**src/rtl/spi_slave_receiver_pkg.sv**
```systemverilog
// Shared constants and FSM encoding for the SPI slave receiver.
package spi_slave_receiver_pkg;

    localparam int unsigned DEFAULT_WORD_WIDTH  = 32;
    localparam int unsigned DEFAULT_SYNC_STAGES = 2;

    typedef enum logic [1:0] {
        ST_IDLE    = 2'd0,
        ST_SHIFT   = 2'd1,
        ST_WAIT_CS = 2'd2
    } spi_state_e;

endpackage

```
**src/rtl/spi_sync_edge.sv**
```systemverilog
// Multi-flop synchronizer for one asynchronous input plus a rise/fall detector.
module spi_sync_edge
    import spi_slave_receiver_pkg::*;
#(
    parameter int unsigned SYNC_STAGES = DEFAULT_SYNC_STAGES,
    parameter logic        RESET_VALUE = 1'b0
) (
    input  logic clk,
    input  logic reset,
    input  logic din,
    output logic level,
    output logic rise_c,
    output logic fall_c
);

    logic [SYNC_STAGES-1:0] sync_q;
    logic                   prev_q;

    // Preset to the idle level of the line so reset never fabricates an edge.
    always_ff @(posedge clk) begin
        if (reset) begin
            sync_q <= {SYNC_STAGES{RESET_VALUE}};
            prev_q <= RESET_VALUE;
        end else begin
            sync_q <= {sync_q[SYNC_STAGES-2:0], din};
            prev_q <= sync_q[SYNC_STAGES-1];
        end
    end

    assign level  = sync_q[SYNC_STAGES-1];
    assign rise_c = level & ~prev_q;
    assign fall_c = ~level & prev_q;

endmodule

```
**src/rtl/spi_slave_receiver.sv**
```systemverilog
// SPI mode-0 slave: receives one WORD_WIDTH frame per chip-select and shifts out TxWord.
module spi_slave_receiver
    import spi_slave_receiver_pkg::*;
#(
    parameter int unsigned WORD_WIDTH  = DEFAULT_WORD_WIDTH,
    parameter int unsigned SYNC_STAGES = DEFAULT_SYNC_STAGES
) (
    input  logic                  clk,
    input  logic                  reset,
    input  logic                  sClk,
    input  logic                  SPI_CS,
    input  logic                  MOSI,
    input  logic [WORD_WIDTH-1:0] TxWord,
    output logic [WORD_WIDTH-1:0] FromSPI,
    output logic                  valid,
    output logic                  frame_error,
    output logic                  busy,
    output logic                  MISO
);

    localparam int unsigned CNT_W    = $clog2(WORD_WIDTH) + 1;
    localparam int unsigned RX_W     = WORD_WIDTH - 1;
    localparam int unsigned SETTLE_W = $clog2(SYNC_STAGES + 1);
    localparam logic [CNT_W-1:0]    LAST_BIT    = CNT_W'(WORD_WIDTH - 1);
    localparam logic [SETTLE_W-1:0] SETTLE_DONE = SETTLE_W'(SYNC_STAGES);

    logic sclk_level, sclk_rise_c, sclk_fall_c;
    logic cs_level, cs_rise_c, cs_fall_c;
    logic mosi_level, mosi_rise_c, mosi_fall_c;
    logic lint_unused;

    spi_sync_edge #(.SYNC_STAGES(SYNC_STAGES), .RESET_VALUE(1'b0)) u_sync_sclk (
        .clk(clk), .reset(reset), .din(sClk),
        .level(sclk_level), .rise_c(sclk_rise_c), .fall_c(sclk_fall_c)
    );

    spi_sync_edge #(.SYNC_STAGES(SYNC_STAGES), .RESET_VALUE(1'b1)) u_sync_cs (
        .clk(clk), .reset(reset), .din(SPI_CS),
        .level(cs_level), .rise_c(cs_rise_c), .fall_c(cs_fall_c)
    );

    spi_sync_edge #(.SYNC_STAGES(SYNC_STAGES), .RESET_VALUE(1'b0)) u_sync_mosi (
        .clk(clk), .reset(reset), .din(MOSI),
        .level(mosi_level), .rise_c(mosi_rise_c), .fall_c(mosi_fall_c)
    );

    assign lint_unused = ^{sclk_level, mosi_rise_c, mosi_fall_c};

    spi_state_e            state_q, state_d;
    logic [CNT_W-1:0]      cnt_q, cnt_d;
    logic [RX_W-1:0]       rx_q, rx_d;
    logic [WORD_WIDTH-1:0] tx_q, tx_d;
    logic [WORD_WIDTH-1:0] from_q, from_d;
    logic                  valid_q, valid_d;
    logic                  ferr_q, ferr_d;
    logic                  busy_q;
    logic                  err_seen_q, err_seen_d;
    logic                  armed_q, armed_d;
    logic [SETTLE_W-1:0]   settle_q, settle_d;

    // A frame may only start once chip-select has been seen high after the
    // synchronizers have flushed, so a reset taken mid-frame cannot resume it.
    always_comb begin
        state_d    = state_q;
        cnt_d      = cnt_q;
        rx_d       = rx_q;
        tx_d       = tx_q;
        from_d     = from_q;
        valid_d    = 1'b0;
        ferr_d     = 1'b0;
        err_seen_d = err_seen_q;
        armed_d    = armed_q;
        settle_d   = settle_q;

        if (settle_q != SETTLE_DONE) begin
            settle_d = settle_q + SETTLE_W'(1);
        end else if (cs_level) begin
            armed_d = 1'b1;
        end

        case (state_q)
            ST_IDLE: begin
                if (cs_fall_c && armed_q) begin
                    state_d    = ST_SHIFT;
                    cnt_d      = '0;
                    rx_d       = '0;
                    tx_d       = TxWord;
                    err_seen_d = 1'b0;
                end
            end
            ST_SHIFT: begin
                if (sclk_fall_c) begin
                    tx_d = {tx_q[WORD_WIDTH-2:0], 1'b0};
                end
                if (sclk_rise_c) begin
                    rx_d  = RX_W'({rx_q, mosi_level});
                    cnt_d = cnt_q + CNT_W'(1);
                end
                if (sclk_rise_c && (cnt_q == LAST_BIT)) begin
                    from_d  = {rx_q, mosi_level};
                    valid_d = 1'b1;
                    state_d = cs_rise_c ? ST_IDLE : ST_WAIT_CS;
                end else if (cs_rise_c) begin
                    ferr_d  = 1'b1;
                    state_d = ST_IDLE;
                end
            end
            ST_WAIT_CS: begin
                if (sclk_rise_c && !err_seen_q) begin
                    ferr_d     = 1'b1;
                    err_seen_d = 1'b1;
                end
                if (cs_rise_c) begin
                    state_d = ST_IDLE;
                end
            end
            default: begin
                state_d = ST_IDLE;
            end
        endcase

        // Clearing TX on the way to IDLE holds MISO low while deselected.
        if (state_d == ST_IDLE) begin
            tx_d = '0;
        end
    end

    always_ff @(posedge clk) begin
        if (reset) begin
            state_q    <= ST_IDLE;
            cnt_q      <= '0;
            rx_q       <= '0;
            tx_q       <= '0;
            from_q     <= '0;
            valid_q    <= 1'b0;
            ferr_q     <= 1'b0;
            busy_q     <= 1'b0;
            err_seen_q <= 1'b0;
            armed_q    <= 1'b0;
            settle_q   <= '0;
        end else begin
            state_q    <= state_d;
            cnt_q      <= cnt_d;
            rx_q       <= rx_d;
            tx_q       <= tx_d;
            from_q     <= from_d;
            valid_q    <= valid_d;
            ferr_q     <= ferr_d;
            busy_q     <= (state_d != ST_IDLE);
            err_seen_q <= err_seen_d;
            armed_q    <= armed_d;
            settle_q   <= settle_d;
        end
    end

    assign FromSPI     = from_q;
    assign valid       = valid_q;
    assign frame_error = ferr_q;
    assign busy        = busy_q;
    assign MISO        = tx_q[WORD_WIDTH-1];

endmodule

```
**config.mk**
```make
export PLATFORM = sky130hd
export DESIGN_NAME = spi_slave_receiver
export DESIGN_NICKNAME = d
export VERILOG_FILES = /design/src/rtl/spi_slave_receiver_pkg.sv /design/src/rtl/spi_sync_edge.sv /design/src/rtl/spi_slave_receiver.sv
export SDC_FILE = /design/constraint.sdc
export NUM_CORES = 1
export LEC_CHECK = 0
export ABC_AREA = 1
export CORE_MARGIN = 10
export CORE_UTILIZATION = 40
export DETAILED_ROUTE_END_ITERATION = 12
export SETUP_SLACK_MARGIN = 0.5
export SLEW_MARGIN = 10
export SYNTH_ARGS = -nofsm -noshare
export SYNTH_HDL_FRONTEND = slang
export SYNTH_SLANG_ARGS = --single-unit
```
**constraint.sdc**
```tcl
create_clock -name clk -period 1.8 [get_ports clk]
set_input_delay 0.36 -clock clk [delete_from_list [all_inputs] [get_ports clk]]
set_output_delay 0.36 -clock clk [all_outputs]
set_load 0.05 [all_outputs]
```
; Word-level counts from Yosys, hierarchy flattened
; Cells that the tools add are included.
[word_totals]
ff_bits = 118
input_bits = 37
wordCells = 74
[op_classes]
addsub = 2
eq_ne = 8
muxes = 22
bitwise_logic = 10
n_reduce_logical = 16
[op_table]
columns = op, n
row1 = 32-bit 2-to-1 mux, 2
row2 = 32-bit case mux with 2 select lines, 1
row3 = 31-bit 2-to-1 mux, 2
row4 = 31-bit case mux with 2 select lines, 1
row5 = 6-bit 2-to-1 mux, 2
row6 = 6-bit case mux with 2 select lines, 1
row7 = "2-bit inequality test, second input constant", 5
row8 = 3-bit AND reduction, 3
row9 = 2-bit 2-to-1 mux, 4
row10 = "6-bit by 1-bit adder with 6-bit output, second input constant", 1
row11 = "6-bit by 5-bit equality test with 1-bit output, second input constant", 1
row12 = 1-bit 2-to-1 mux, 6
row13 = 1-bit NOT, 6
row14 = 2-bit case mux with 3 select lines, 1
row15 = 2-bit nonzero test, 3
row16 = 1-bit bitwise AND, 4
row17 = 2-bit zero test, 2
row18 = 1-bit case mux with 2 select lines, 2
row19 = 2-bit AND reduction, 2
row20 = 2-bit OR reduction, 2
row21 = 1-bit logical AND, 3
row22 = "2-bit by 1-bit adder with 2-bit output, second input constant", 1
row23 = "2-bit by 1-bit equality test with 1-bit output, second input constant", 1
row24 = "2-bit equality test, second input constant", 1
row25 = 1-bit zero test, 1

; Depth between registers and ports, before layout
; Gate-level depths: netlist of the first run.
[depth]
ltp_word = 7
mapped_depth = 12
mapped_depth_nobuf = 11

; By module
; Synthesis of the first run repeated with hierarchy kept, for this count alone.
[hier_totals]
hier_cells = 735
area_unflattened_um2 = 5196.2
[by_module_without_submodules]
columns = module, n_inst, cells_each, area_per_inst_um2
row1 = spi_slave_receiver, 1, 698, 4911.0
row2 = spi_sync_edge (u_sync_mosi ...), 2, 12, 93.8
row3 = spi_sync_edge (u_sync_cs), 1, 13, 97.6

; Worst setup path before layout of the first run
; OpenSTA, ideal clock, no wires.
[synth_path]
path_type = register to register
startpoint = register state_q[1]
endpoint = register tx_q[23]
arrival_ns = 1.431
slack_ns = 0.300
stages_incl_launch_ff = 10
synth_period_minus_slack_ns = 1.500
path_cell_list = dfxtp_1 > inv_1 > ha_1 > buf_4 > o21ai_2 > clkbuf_1 > nand3_1 > nand2_1 > inv_1 > a21oi_1
[synth_between]
elab_chain_len = 5
elab_cells_between_ends = 14
cone_classes = 4 x eq/ne / 5 x mux / 5 x reduce/logical
[synth_lines]
columns = element, line
row1 = "start, declared", spi_slave_receiver.sv:49  ; spi_state_e state_q, state_d;
row2 = "start signal, assigned", spi_slave_receiver.sv:142  ; state_q <= state_d;
row3 = 2-bit 2-to-1 mux, "spi_slave_receiver.sv:103, spi_slave_receiver.sv:113"
row4 = 2-bit 2-to-1 mux, spi_slave_receiver.sv:99  ; if (sclk_rise_c && (cnt_q == LAST_BIT)) begin
row5 = 2-bit case mux with 3 select lines, spi_slave_receiver.sv:81  ; case (state_q)
row6 = 2-bit zero test, spi_slave_receiver.sv:123  ; if (state_d == ST_IDLE) begin
row7 = 2-bit OR reduction (no source line), --
row8 = "end signal, assigned", spi_slave_receiver.sv:145  ; tx_q <= tx_d;
row9 = "end, declared", spi_slave_receiver.sv:52  ; logic [WORD_WIDTH-1:0] tx_q, tx_d;
; Several ways; a longest one is shown, not always the timed one.
; A chain may end at the register's enable or synchronous reset.

; Worst setup path in the final report of the first run
[layout_path]
startpoint = register state_q[0]
endpoint = register tx_q[18]
; The elaborated chain is that of the path after synthesis.

==> summary.md, run 1 <==
| Metric | Value |
|---|---|
| Status | `complete, no violations` |
| CTS tree | `done` |
| Core area | `about 13,000 um^2` |
| Port buffer count | `between 70 and 80` |
| Nets | `893` |
| TritonCTS Sinks | `118` |
| Vias in the first global route | `5,014` |
| Syn nets | `slightly below 800` |
| Period utilisation layout | `92.2%` |
| Worst VDD drop | `0.000610 V` |
| Pleak | `about 3.9 nW` |
| CTS Buffer Depth | `2` |
| NetSw | `1.68 mW` |
| Footprint of the multi-input gates | `slightly below 3000 um^2` |
| Synthesis-stage register bit count | `118` |
| Avg WL per Cell | `16.8 um` |
| Initial Util | `between 40% and 50%` |
| Vias/cell | `5.17` |
| Pin count of the biggest net entering global routing | `34` |
| Top_reg_cell synth | `dfxtp_1` |
| Hold Violations, Final | `0` |
| First-pass GRT wire length | `25,100 um` |
| Setup TNS | `0 ns` |
| Worst-Skew Late Latency | `roughly 0.43 ns` |
| Initial antenna violation count | `0` |
| Core Util, Final | `around two thirds` |
| Initial DRC Count | `518` |
| Fin crit period | `1.66 ns` |
| WS Path Type | `register to register` |
| Post-place setup slack | `0.0930 ns` |
| Area leader, netlist | `dfxtp_1` |
| I/O pin cnt | `73` |
| Reg clk slew, reported paths | `roughly 0.06 ns` |
| Post-DRT Antenna Nets | `0` |
| Ys async rst share | `0%` |
| Gp weighted congestion | `approximately 0.8` |
| Final Max Tran Viols | `0` |
| Flop pwr share | `38.6%` |
| Die W | `about 130 um` |
| Area grow syn2layout | `61.7%` |
| Worst Slack Setup Final | `around 0.14 ns` |
| Skew final | `0.0102 ns` |
| DR DRC count | `0` |
| Final setup violation count | `0` |
| Seq/Total Area, Yosys | `45.4%` |
| Maximum clock frequency | `603 MHz` |
| # H-tree levels | `4` |
| CTS Buf Count | `17` |
| Clk Tree Root Cell | `clkbuf_16` |
| Worst Path Required | `2.12 ns` |
| Unrepaired setup endpoints after global routing | `yes` |
| Sw Share | `between 20% and 30%` |
| Flop-to-flop setup slack | `~0.14 ns` |
| Post-DP HPWL | `around 8000 um` |
| Ratio of cells with drive above 1 in the final layout | `a little under two fifths` |
| CP Max Fanout | `15` |
| Internal power | `5.22 mW` |
| Most common cell in the netlist | `nand2_1` |
| Post-Route WL | `around 17,000 um` |
| Num rows | `41` |
| # diodes | `0` |
| Post-synthesis area per instance | `7.13 um^2` |
| Die footprint | `between 15,000 and 20,000 um^2` |
| Tightest Pin Transition | `0.378 ns` |
| Post-synth EDFFs | `0` |
| Synth top area share | `45.4%` |
| Post-Synthesis Cell Area | `5210 um^2` |
| Grt ovf | `0` |
| Max-cap violations | `0` |
| Ys Warns | `0` |
| GRT Total Usage | `17.0%` |
| Clock power frac | `50.9%` |
| Synth top area cells | `dfxtp_1, nand2_1, nand3_1, a21oi_1, inv_1` |
| Crit path DAT | `1.98 ns` |
| Rel. slew slack | `between 70% and 80%` |
| Power Density | `between 800 and 900 nW/um^2` |
| # fillers | `968` |
| Die Ht | `134 um` |
| Nature of the critical path startpoint | `register` |
| Worst Hold Class | `input pin to register` |
| Synth unique cells | `25` |
| Gate power share | `10.6%` |
| Vias | `about 5,300` |
| Register area | `approximately 2400 um^2` |
| DRT Pass-1 Iters | `5` |
| Synthesized instance count | `731` |
| Top post-synthesis cells by count | `nand2_1, dfxtp_1, nand3_1` |
| Setup crit end kind | `register` |
[worst max-delay path, cell delays in order, from the launching register on]
cell	delay, ns
dfxtp_4	0.38
inv_6	0.05
ha_4	0.16
inv_2	0.09
nand2_4	0.07
nand2_8	0.10
clkinv_8	0.10
buf_12	0.14
buf_16	0.14
nand3_1	0.07
nand2_1	0.09
inv_1	0.10
a21oi_2	0.04
[repair_timing]
item                       CTS  global route
setup endpoints to repair  138           132
pin swaps                    9            30
hold buffers                 0             0
buffers inserted            24            13
gates cloned                17             5
gates resized for setup    113           140
[cell type report]
class | instances | share of cell area, %
tap | 172 | 2.55
timing repair buffer | 145 | 23.9
sequential | 118 | 28.7
inverter | 61 | 3.16
clock inverter | 14 | 2.05
clock buffer | 18 | 5.21
timing repair inverter | 1 | 0.104
multi-input combinational | 506 | 34.3
[cell families (layout without fill, tap and decap cells)]
group	Yosys count	in the layout	share of synthesized area [%]
AO/OA/AOI/OAI	81	81	8.94
AND/OR/NAND/NOR	416	418	33.3
XOR/XNOR	1	1	0.168
adder cells (fa/ha/maj)	6	6	1.44
flip-flops	118	118	45.4
buffers and inverters	109	239	10.8
[stage by stage]
step           cells  area [um^2]  power, mW  hold slack (ns)
2_1_floorplan    731         5350       3.03            0.388
3_3_place_gp     944         6030       3.16            0.389
3_5_place_dp     944         6030       3.17            0.399
4_1_cts         1017         7710       6.83            0.265
5_1_grt         1035         8420       7.11            0.266
6_report        1035         8420       6.90            0.256
[power groups by stage]
| stage | clock, mW | combinational, mW | sequential [mW] |
|---|---|---|---|
| 2_1_floorplan | 0 | 0.308 | 2.72 |
| 3_3_place_gp | 0 | 0.436 | 2.72 |
| 3_5_place_dp | 0 | 0.444 | 2.72 |
| 4_1_cts | 3.52 | 0.646 | 2.67 |
| 5_1_grt | 3.67 | 0.777 | 2.67 |
| 6_report | 3.51 | 0.729 | 2.66 |
[cell usage in the layout, fill, tap and decap left out, types with 7 or more instances in the layout]
master	count
nand2_1	222
nand3_1	93
dfxtp_1	78
inv_1	49
dfxtp_2	37
a21oi_2	36
buf_6	36
clkdlybuf4s50_1	35
a21oi_1	33
nand2_2	27
nand2_4	26
buf_4	24
clkbuf_16	22
nor2_1	21
buf_12	21
buf_16	13
buf_8	9
nand3_2	7
[worst paths after layout]
check | from | to | cells past startpoint
worst max-delay path | state_q[0] | tx_q[18] | 12
worst min-delay path | reset | u_sync_sclk.prev_q | 2
worst max register to register | state_q[0] | tx_q[18] | 12
worst min register to register | u_sync_sclk.sync_q[0] | u_sync_sclk.sync_q[1] | 2
[registers in the layout (all words and copies together) (netlist names)]
name / cells
settle_q: 2
u_sync_sclk.prev_q: 1
busy: 1
rx_q: 31
armed_q: 1
state_q: 2
cnt_q: 6
valid: 1
frame_error: 1
err_seen_q: 1
u_sync_mosi.sync_q: 2
tx_q: 32
FromSPI: 32
u_sync_cs.prev_q: 1
u_sync_cs.sync_q: 2
u_sync_sclk.sync_q: 2
[routing by layer]
metal  global-route usage, %  share of wire [%]  vias to the layer above
met5                       0                  0                        -
met4                    6.53                2.4                        0
met3                    4.56                5.5                       38
met2                    28.2                 50                      165
met1                    20.5                 42                     2572
li1                        -                  -                     2571
Power figures use the tool's default switching activity.
==> run 2, diff against run 1 <==
CORE_MARGIN = 1.5   (was 10)
==> summary.md, run 2 (synthesis results as in run 1) <==
| Metric | Value |
|---|---|
| Status | `complete, no violations (unchanged)` |
| Total power | `6.84 mW (was 6.90 mW)` |
| Area grow syn2layout | `55.8% (was 61.7%)` |
| # diodes | `0 (unchanged)` |
| CP Max Fanout | `8 (was 15)` |
| Pin count of the biggest net entering global routing | `41 (was 34)` |
| TritonCTS Sinks | `118 (unchanged)` |
| Pleak | `3.71 nW (was 3.85 nW)` |
| I/O pin cnt | `73 (unchanged)` |
| Core area | `12,700 um^2 (unchanged)` |
| Final Non-Filler Cells | `1,024 (was 1,035)` |
| Post-Route WL | `15,000 um (was 17,400 um)` |
| Clk Tree Root Cell | `clkbuf_16 (unchanged)` |
| CTS Buf Count | `17 (unchanged)` |
| Power Density | `843 nW/um^2 (was 820 nW/um^2)` |
| Global-route met3 utilization | `5.97% (was 4.56%)` |
| Post-DP HPWL | `7390 um (was 8010 um)` |
| Unrepaired setup endpoints after global routing | `yes (unchanged)` |
| Die W | `117 um (was 134 um)` |
| Worst r2r path cells | `12 (unchanged)` |
| Final setup violation count | `0 (unchanged)` |
| M1 GR Usage | `28.2% (was 20.5%)` |
| Vias in the first global route | `4,745 (was 5,014)` |
| Worst VDD drop | `0.000534 V (was 0.000610 V)` |
| Avg WL per Cell | `14.6 um (was 16.8 um)` |
| Crit path DAT | `2.00 ns (was 1.98 ns)` |
| Vias | `5,107 (was 5,346)` |
| WS Path Type | `register to register (unchanged)` |
| First-pass GRT wire length | `23,400 um (was 25,100 um)` |
| Skew final | `0.00515 ns (was 0.0102 ns)` |
| Number of cells on the worst hold path | `3 (was 2)` |
| Crit Reg-Reg Startpoint | `cnt_q[0] (was state_q[0])` |
| Die footprint | `13,700 um^2 (was 18,000 um^2)` |
| Fin crit period | `1.64 ns (was 1.66 ns)` |
| DR DRC count | `0 (unchanged)` |
| Worst Hold Class | `input pin to register (unchanged)` |
| GRT Total Usage | `22.3% (was 17.0%)` |
| DRT Pass-1 Iters | `6 (was 5)` |
| Post-CTS Hold Fix Bufs | `0 (unchanged)` |
| Flop-to-flop setup slack | `0.16 ns (was 0.14 ns)` |
| Initial DRC Count | `341 (was 518)` |
| HP Start | `reset (unchanged)` |
| Final Max Tran Viols | `0 (unchanged)` |
| R2R Path End | `FromSPI[20] (was tx_q[18])` |
| Max-cap violations | `0 (unchanged)` |
| CTS Buffer Depth | `2 (unchanged)` |
| Commonest non-fill, non-tap cell in the layout | `nand2_1 (unchanged)` |
| Worst Path Required | `2.16 ns (was 2.12 ns)` |
| Most frequent cells in the layout | `nand2_1, nand3_1, dfxtp_1 (unchanged)` |
| # H-tree levels | `4 (unchanged)` |
| Worst-Skew Late Latency | `0.42 ns (was 0.43 ns)` |
| Post-DRT Antenna Nets | `0 (unchanged)` |
| GRT met2 Usage | `37.5% (was 28.2%)` |
| Hold Crit Endpoint | `u_sync_sclk.sync_q[1] (was u_sync_sclk.prev_q)` |
| Initial Util | `41.1% (unchanged)` |
| Vias/cell | `4.99 (was 5.17)` |
| Initial antenna violation count | `0 (unchanged)` |
| Nets | `884 (was 893)` |
| Port buffer count | `72 (unchanged)` |
| Hold Violations, Final | `0 (unchanged)` |
| CTS tree | `done (unchanged)` |
| Busiest grt layer | `met2 (unchanged)` |
| Ratio of cells with drive above 1 in the final layout | `35.9% (was 36.7%)` |
| Nature of the critical path startpoint | `register (unchanged)` |
| Gp weighted congestion | `0.801 (was 0.784)` |
| Cells after DPL | `942 (was 944)` |
| Period utilisation layout | `91.0% (was 92.2%)` |
| Reg clk slew, reported paths | `0.05 ns (was 0.06 ns)` |
| Setup crit end kind | `register (unchanged)` |
| Die Ht | `117 um (was 134 um)` |
| Maximum clock frequency | `610 MHz (was 603 MHz)` |
| Tightest Pin Transition | `0.584 ns (was 0.378 ns)` |
| Rel. slew slack | `60.9% (was 74.8%)` |
| Num rows | `41 (unchanged)` |
| Grt ovf | `0 (unchanged)` |
| Setup TNS | `0 ns (unchanged)` |
## run 2: per-layer routing
layer  wire length (um)  part of all wire [%]  up-vias
met1               6790                    45     2428
li1                   -                     -     2544
met3                653                   4.4       16
met4                201                   1.3        0
met2               7330                    49      119
met5                  0                     0        -
## run 2: how the worst max path moves through the flow
stage / start / to / slack [ns] / cells past startpoint
6_report: cnt_q[0] / FromSPI[20] / 0.16 / 12
5_1_grt: state_q[0] / rx_q[16] / 0.10 / 10
4_1_cts: busy / busy / 0.20 / 1
3_5_place_dp: state_q[1] / cnt_q[2] / 0.09 / 10
3_3_place_gp: u_sync_sclk.sync_q[1] / tx_q[0] / 0.15 / 4
2_1_floorplan: state_q[1] / tx_q[10] / 0.43 / 10
## run 2: repair_timing
item                                    in CTS  in global routing
pin swaps                                    8                 16
endpoints found under the setup margin     139                127
gates cloned                                14                  2
buffers inserted                            29                  7
gates resized for setup                    156                 93
## run 2: report_power, final
| group | total, mW | internal [mW] | switching, mW |
|---|---|---|---|
| Sequential | 2.67 | 2.65 | 0.0192 |
| Clock | 3.53 | 2.36 | 1.17 |
| Combinational | 0.643 | 0.293 | 0.350 |
## run 2: area by class of cell
class,count,area [um^2]
fillers,1046,4560
multi-input cells,507,2880
flip-flops and latches,118,2420
repair buffers,136,1730
clock buffers,21,460
inverters,61,259
well taps,172,215
clock inverters,9,151
## run 2: critical path, stage by stage (launching register included)
cell,delay [ns]
dfxtp_4,0.35
ha_4,0.15
inv_4,0.04
nor2_4,0.16
nand2_4,0.09
nor2_4,0.14
nand2_2,0.07
inv_2,0.09
buf_6,0.12
buf_12,0.10
buf_12,0.15
nand2_4,0.06
nand2_2,0.07
## run 2: stage by stage
stage / setup slack, ns / utilization, % / instance area [um^2] / hold WS [ns]
finish: 0.162 / 64.0 / 8120 / 0.345
global route: 0.101 / 64.0 / 8120 / 0.365
CTS: 0.198 / 60.9 / 7720 / 0.315
detailed placement: 0.0886 / 47.7 / 6040 / 0.399
global placement: 0.154 / 47.7 / 6040 / 0.393
floorplan: 0.431 / - / 5350 / 0.388
